===== config.mk =====
export PLATFORM = sky130hd
export DESIGN_NAME = load_store_unit
export DESIGN_NICKNAME = d
export VERILOG_FILES = /design/src/rtl/load_store_unit.sv
export SDC_FILE = /design/constraint.sdc
export NUM_CORES = 1
export LEC_CHECK = 0
export BUFFER_PORTS_ARGS = -buffer_cell sky130_fd_sc_hd__buf_2
export CAP_MARGIN = 20
export CORE_MARGIN = 1.5
export CORE_UTILIZATION = 53
export CTS_BUF_LIST = sky130_fd_sc_hd__clkbuf_4
export DETAILED_ROUTE_END_ITERATION = 10
export PLACE_DENSITY = 0.82
export SLEW_MARGIN = 5
export SYNTH_ARGS = -nofsm -noshare
export SYNTH_HDL_FRONTEND = slang
export SYNTH_SLANG_ARGS = --single-unit

===== constraint.sdc =====
create_clock -name clk -period 2.45 [get_ports clk]
set_input_delay 0.245 -clock clk [delete_from_list [all_inputs] [get_ports clk]]
set_output_delay 0.245 -clock clk [all_outputs]
set_load 0.005 [all_outputs]

===== src/rtl/load_store_unit.sv =====
// Load/store unit between execute and a 32-bit word memory; optional MISALIGN_TRAP_EN traps misaligned accesses.
// Latency accept->respValid: load 2, word store 2, sub-word store (read-modify-write) 3, trapped access 1.
// Backpressure: one transaction in flight; reqReady only in IDLE, response held until respReady.
module load_store_unit #(
    parameter int ADDR_WIDTH     = 32,
    parameter bit WORD_ADDRESSED = 1'b1
) (
    input  logic                  clk,
    input  logic                  reset,
    input  logic                  reqValid,
    output logic                  reqReady,
    input  logic                  reqWrite,
    input  logic [1:0]            reqSize,
    input  logic                  reqSigned,
    input  logic [ADDR_WIDTH-1:0] reqAddr,
    input  logic [31:0]           reqData,
    output logic                  respValid,
    input  logic                  respReady,
    output logic [31:0]           respData,
    output logic                  respError,
    output logic [ADDR_WIDTH-1:0] memAddress,
    output logic                  memReadEnable,
    output logic                  memWriteEnable,
    output logic [31:0]           memDataIn,
    input  logic [31:0]           memDataOut
);

    typedef enum logic [1:0] {IDLE, RD, WR, RSP} state_t;

    state_t      state;
    logic        wr_q;
    logic        sgn_q;
    logic [1:0]  size_q;
    logic [1:0]  off_q;
    logic [31:0] data_q;

    logic [ADDR_WIDTH-1:0] word_addr;
    logic [1:0]            req_off;
    logic                  misaligned;
    logic [31:0]           shifted;
    logic [31:0]           lane_mask;
    logic [31:0]           load_val;
    logic [31:0]           merged;

    assign reqReady  = (state == IDLE);
    assign word_addr = WORD_ADDRESSED ? (reqAddr >> 2) : {reqAddr[ADDR_WIDTH-1:2], 2'b00};

    // Sub-word lanes are aligned down to their natural boundary.
    always_comb begin
        req_off = 2'd0;
        case (reqSize)
            2'd0:    req_off = reqAddr[1:0];
            2'd1:    req_off = {reqAddr[1], 1'b0};
            default: req_off = 2'd0;
        endcase
    end

`ifdef MISALIGN_TRAP_EN
    assign misaligned = ((reqSize == 2'd1) && reqAddr[0]) ||
                        (reqSize[1] && (reqAddr[1:0] != 2'd0));
`else
    assign misaligned = 1'b0;
`endif

    assign shifted = memDataOut >> {off_q, 3'b000};

    always_comb begin
        load_val  = memDataOut;
        lane_mask = 32'hFFFF_FFFF;
        case (size_q)
            2'd0: begin
                load_val  = {{24{sgn_q & shifted[7]}}, shifted[7:0]};
                lane_mask = 32'h0000_00FF << {off_q, 3'b000};
            end
            2'd1: begin
                load_val  = {{16{sgn_q & shifted[15]}}, shifted[15:0]};
                lane_mask = 32'h0000_FFFF << {off_q, 3'b000};
            end
            default: ;
        endcase
    end

    assign merged = (memDataOut & ~lane_mask) | ((data_q << {off_q, 3'b000}) & lane_mask);

    always_ff @(posedge clk) begin
        if (reset) begin
            state          <= IDLE;
            wr_q           <= 1'b0;
            sgn_q          <= 1'b0;
            size_q         <= 2'd0;
            off_q          <= 2'd0;
            data_q         <= 32'd0;
            respValid      <= 1'b0;
            respData       <= 32'd0;
            respError      <= 1'b0;
            memAddress     <= '0;
            memReadEnable  <= 1'b0;
            memWriteEnable <= 1'b0;
            memDataIn      <= 32'd0;
        end else begin
            case (state)
                IDLE: begin
                    if (reqValid) begin
                        wr_q      <= reqWrite;
                        sgn_q     <= reqSigned;
                        size_q    <= reqSize;
                        off_q     <= req_off;
                        data_q    <= reqData;
                        respError <= misaligned;
                        if (misaligned) begin
                            respData  <= 32'd0;
                            respValid <= 1'b1;
                            state     <= RSP;
                        end else if (reqWrite && reqSize[1]) begin
                            memAddress     <= word_addr;
                            memWriteEnable <= 1'b1;
                            memDataIn      <= reqData;
                            state          <= WR;
                        end else begin
                            memAddress    <= word_addr;
                            memReadEnable <= 1'b1;
                            state         <= RD;
                        end
                    end
                end
                RD: begin
                    memReadEnable <= 1'b0;
                    if (wr_q) begin
                        memWriteEnable <= 1'b1;
                        memDataIn      <= merged;
                        state          <= WR;
                    end else begin
                        memAddress <= '0;
                        respData   <= load_val;
                        respValid  <= 1'b1;
                        state      <= RSP;
                    end
                end
                WR: begin
                    memWriteEnable <= 1'b0;
                    memAddress     <= '0;
                    memDataIn      <= 32'd0;
                    respData       <= 32'd0;
                    respValid      <= 1'b1;
                    state          <= RSP;
                end
                RSP: begin
                    if (respReady) begin
                        respValid <= 1'b0;
                        state     <= IDLE;
                    end
                end
                default: state <= IDLE;
            endcase
        end
    end

endmodule


* Word-level counts from Yosys, hierarchy flattened *
Cells that the tools add are included.

cells by class
  bitwise operators = 7
  muxes and demuxes = 27
  equal/unequal tests = 11
  reductions and logical operators = 14
  magnitude comparators = 0
  multiply operators = 0
  add/sub/neg operators = 0
  div/mod/pow operators = 0
  shift operators = 4

operator list
  kind                                                  number
  2-to-1 mux 32 bit                                     6
  case mux 32 bit (2 select lines)                      3
  case mux 32 bit (3 select lines)                      2
  bitwise AND 32 bit                                    2
  inverter 32 bit                                       1
  bitwise OR 32 bit                                     1
  << shifter 16 x 5 -> 32 bit (first input constant)    1
  << shifter 32 x 5 -> 32 bit                           1
  << shifter 8 x 5 -> 32 bit (first input constant)     1
  >> shifter 32 x 5 -> 16 bit                           1
  inequality test 2 bit (second input constant)         5
  AND reduction 3 bit                                   3
  2-to-1 mux 1 bit                                      8
  case mux 2 bit (4 select lines)                       1
  equality test 2 x 1 -> 1 bit (second input constant)  3
  zero test 2 bit                                       3
  2-to-1 mux 2 bit                                      3
  case mux 1 bit (3 select lines)                       2
  AND reduction 2 bit                                   3
  equality test 2 bit (second input constant)           2
  case mux 2 bit (2 select lines)                       1
  AND reduction 4 bit                                   1
  nonzero test 2 bit                                    2
  nonzero test 3 bit                                    1
  5 further kinds                                       6

storage, ports and cells
  bits in registers = 139
  memories kept = 0
  memory bits (writable) = 0
  bits in latches = 0
  input port bits = 104
  bits in read-only memories = 0

* Depth between registers and ports, before layout *
  word-level depth = 7
  mapped depth = 9
  mapped depth without buffers = 6

* Worst setup path after synthesis *
OpenSTA, ideal clock, no wires.

  path kind = register to register
  start point = register state[0]
  end point = register respData[16]
  arrival = 1.799 ns
  library setup time = 0.067 ns
  stages on the path, launching flop included = 8
  slack = 0.584 ns
  cells stage by stage = dfxtp_1 > inv_1 > ha_1 > a21bo_1 > nor4b_2 > a32oi_4 > buf_6 > o21ai_2

between the ends
  word-level cells in the longest chain between the ends = 3

RTL lines
  element                                                                       RTL line  text
  from (decl)                                                                   30        state_t state;
  from (signal assigned)                                                        87        state <= IDLE;
  from (signal assigned)                                                        113       state <= RSP;
  from (signal assigned)                                                        118       state <= WR;
  equality test 2 x 1 -> 1 bit / equality test 2 bit (equally long branches)    101       case (state)
  inequality test 2 bit (no line) / nonzero test 2 bit (equally long branches)  n/a
  AND reduction 2 bit (no line)                                                 n/a
  to (signal assigned)                                                          134       respData <= load_val;
  to (decl)                                                                     19        output logic [31:0] respData,

Several ways; a longest one is shown, not always the timed one.
A chain may end at the register's enable or synchronous reset.

* Worst setup path in the final report *
  start point = register state[0]
  end point = register respData[31]

Same word-level chain as after synthesis.

==> reports/metrics.csv <==
metric,value,unit
p_seq_share,36.5,%
fin_crit_sh,92.9,%
hold_viol,0,
ys_seq_elements,137,
yosysSeqAreaShare,40.8,%
coreArea,12200,sq um
synth-compound-area-share,26.0,%
reg2reg_setup_slack,0.17,ns
layout_commonest_cell,buf_2,
finalNetCount,1208,
setup_viol_count_final,0,
r2r-end,respData[31],
cts_resized,0,
clockBufferDepth,2,
crit_slowest_cell,a32oi_4,
area_growth_syn_to_layout,33.6,%
grt_max_degree,108,
synthMuxAreaShare,5.19,%
yosys_warnings,0,
synthXorXnorAreaFrac,0,%
async_flop_share,0,%
via_count,7351,
grt_pass1_wl,34300,microns
postRouteAntennaNets,0,
dieArea,13400,sq um
cap_violations,0,
ys.flop_type,dfxtp_1,
synth-adder-area-share,0.931,%
finalClockSkew,0.0192,ns
drt-total-wl,22300,microns
ctsHoldBuffers,89,
switching_share,41.1,%
initial_utilization,55.0,%
syn_inst,845,
holdCritPathClass,input port to flip-flop,
clock_sinks,137,
grt_pass1_vias,6895,
overflow,0,
dr.pass1.iters,5,
cts_tree,done,
synth_top_family_by_area,compound AO/OA/AOI/OAI gates,
synth-edff-count,0,
status,finished clean,
r2r_cells,6,
postCtsSetupBuffers,0,
max_freq,439,MHz
drt_iter0_drc,720,
synthesis.area,6720,sq um
clk_latency,0.58,ns
slew_headroom,54.6,%
cts_buffers,17,
fp-row-count,40,
startpoint_type,flip-flop,
p_comb_share,45.9,%
wl_per_cell,17.4,microns
gp_congestion,0.862,
worst_pin_slew,0.681,ns
regToRegStartpoint,state[0],
netlist-cell-type-count,47,
path_cells,inv_1 > ha_1 > a21bo_1 > nor4b_2 > a32oi_4 > o21ai_0,
cp_data_required_time,2.88,ns
drive_gt1_share,25.0,%
final_cell_mix,"200 x buf_2, 168 x nand2_1, 135 x dfxtp_1",
syn_avg_cell_area,7.95,sq um
grt_usage,33.3,%
power_density,1020,nW/um^2
die_w,116,microns
route.detailed.drc,0,
root_buffer,clkbuf_4,
cp.arrival,2.70,ns
yosys.area_share.simple,20.6,%
drv_slew,0,
port_buffers,201,
die_y,116,microns
viasPerCell,5.75,
peakVddDrop,0.850,mV
io_pins,205,
timing.hold.ws,0.0433,ns
critPathMaxFanout,16,
cp-startpoint,state[0],
crit_type,flip-flop to flip-flop,
clkTransAtPathRegs,0.11,ns
critPathCapture,respData[31],
tns,0,ns
rsz0062_at_grt,false,
post-dp-hpwl,14400,microns
leakage,3.73,nW
period_minus_slack,2.28,ns
critPathMaxStageDelay,0.63,ns
htreeDepth,4,
grt_antenna_before_repair,0,
power_switching,0.00378,W
intPower,0.00540,W
power_frac_clock,17.6,%
endpoint_kind,flip-flop,
registers in the layout (all words and copies together) (netlist names):
register        cells
respData           32
memAddress         30
memReadEnable       1
sgn_q               1
wr_q                1
memWriteEnable      1
state               2
respValid           1
data_q             32
size_q              2
off_q               2
memDataIn          32
cells in the mapped netlist (2+ instances only):
cell	n	area share (%)
nor3_1	4	0.30
nor3_2	2	0.30
nor2b_1	15	1.4
a41oi_1	8	1.0
nor3b_1	16	1.8
o22ai_1	7	0.65
nand3b_1	2	0.22
o2bb2ai_1	9	1.2
buf_6	4	0.67
ha_1	5	0.93
o21ai_1	3	0.22
a21oi_1	77	5.7
nand2_1	168	9.4
buf_1	9	0.50
a311oi_1	32	4.2
mux2_2	7	1.2
and2_1	11	1.0
dfxtp_1	137	41
nand2b_1	3	0.28
buf_2	10	0.74
a211o_1	8	1.0
nor2_1	58	3.2
a22o_1	7	0.91
a211oi_1	19	2.1
buf_4	9	1.0
o21ai_2	9	1.2
clkbuf_1	47	2.6
a22oi_1	19	2.1
o21ai_0	53	3.9
mux2i_1	27	4.0
inv_1	13	0.73
nand3_1	32	2.4
worst min-delay path by stage:
stage	from	depth (start not counted)	endpoint	slack (ns)
detailed placement	memAddress[6]	2	memAddress[6]	0.44
floorplan	reqData[24]	2	data_q[24]	0.38
finish	memDataOut[9]	3	respData[9]	0.04
CTS	memDataOut[9]	3	respData[9]	0.005
global placement	memAddress[13]	2	memAddress[13]	0.43
global route	memDataOut[25]	3	respData[25]	0.005
logic make-up after synthesis:
kind of cell	Yosys count
other	1
multiplexers	34
flip-flops	137
adder cells (fa/ha/maj)	5
AO/OA/AOI/OAI	262
AND/OR/NAND/NOR	313
buffers and inverters	93
per-layer routing:
layer  part of all wire, %  global-route usage (%)
met5                     0                       0
met3                   8.7                    8.68
met4                   4.4                    18.8
met1                    39                    39.3
met2                    48                    55.0
worst max-delay path, delay by kind of cell, from the launching register on:
kind,cells,cell delay (ns)
AO/OA/AOI/OAI,3,1.20
adder cells (fa/ha/maj),1,0.35
AND/OR/NAND/NOR,1,0.10
flip-flops,1,0.40
buffers and inverters,1,0.09
stage by stage:
stage / worst slack [ns] / total power (W) / area (sq um) / instances / utilization (%)
finish: 0.173 / 0.00918 / 8980 / 1279 / 73.5
global route: 0.0488 / 0.00979 / 8980 / 1278 / 73.5
CTS: 0.204 / 0.00908 / 8980 / 1278 / 73.5
detailed placement: 0.244 / 0.00737 / 7790 / 1159 / 63.8
global placement: 0.296 / 0.00728 / 7790 / 1159 / 63.8
floorplan: 0.584 / 0.00594 / 6730 / 847 / -
cell type report:
| cell class | instances | area, sq um |
|---|---|---|
| multi-input cells | 617 | 3570 |
| repair buffers | 312 | 2100 |
| clock buffers | 19 | 143 |
| fillers | 922 | 3230 |
| clock inverters | 11 | 155 |
| flip-flops and latches | 137 | 2750 |
| well taps | 168 | 210 |
| diodes | 1 | 2.50 |
| inverters | 14 | 52.6 |
power groups by stage:
stage	Clock [W]	Sequential (W)	Combinational (W)
global placement	0	0.00335	0.00393
global route	0.00171	0.00341	0.00466
CTS	0.00163	0.00333	0.00412
detailed placement	0	0.00338	0.00400
finish	0.00161	0.00335	0.00422
floorplan	0	0.00337	0.00258
Power figures use the tool's default switching activity.
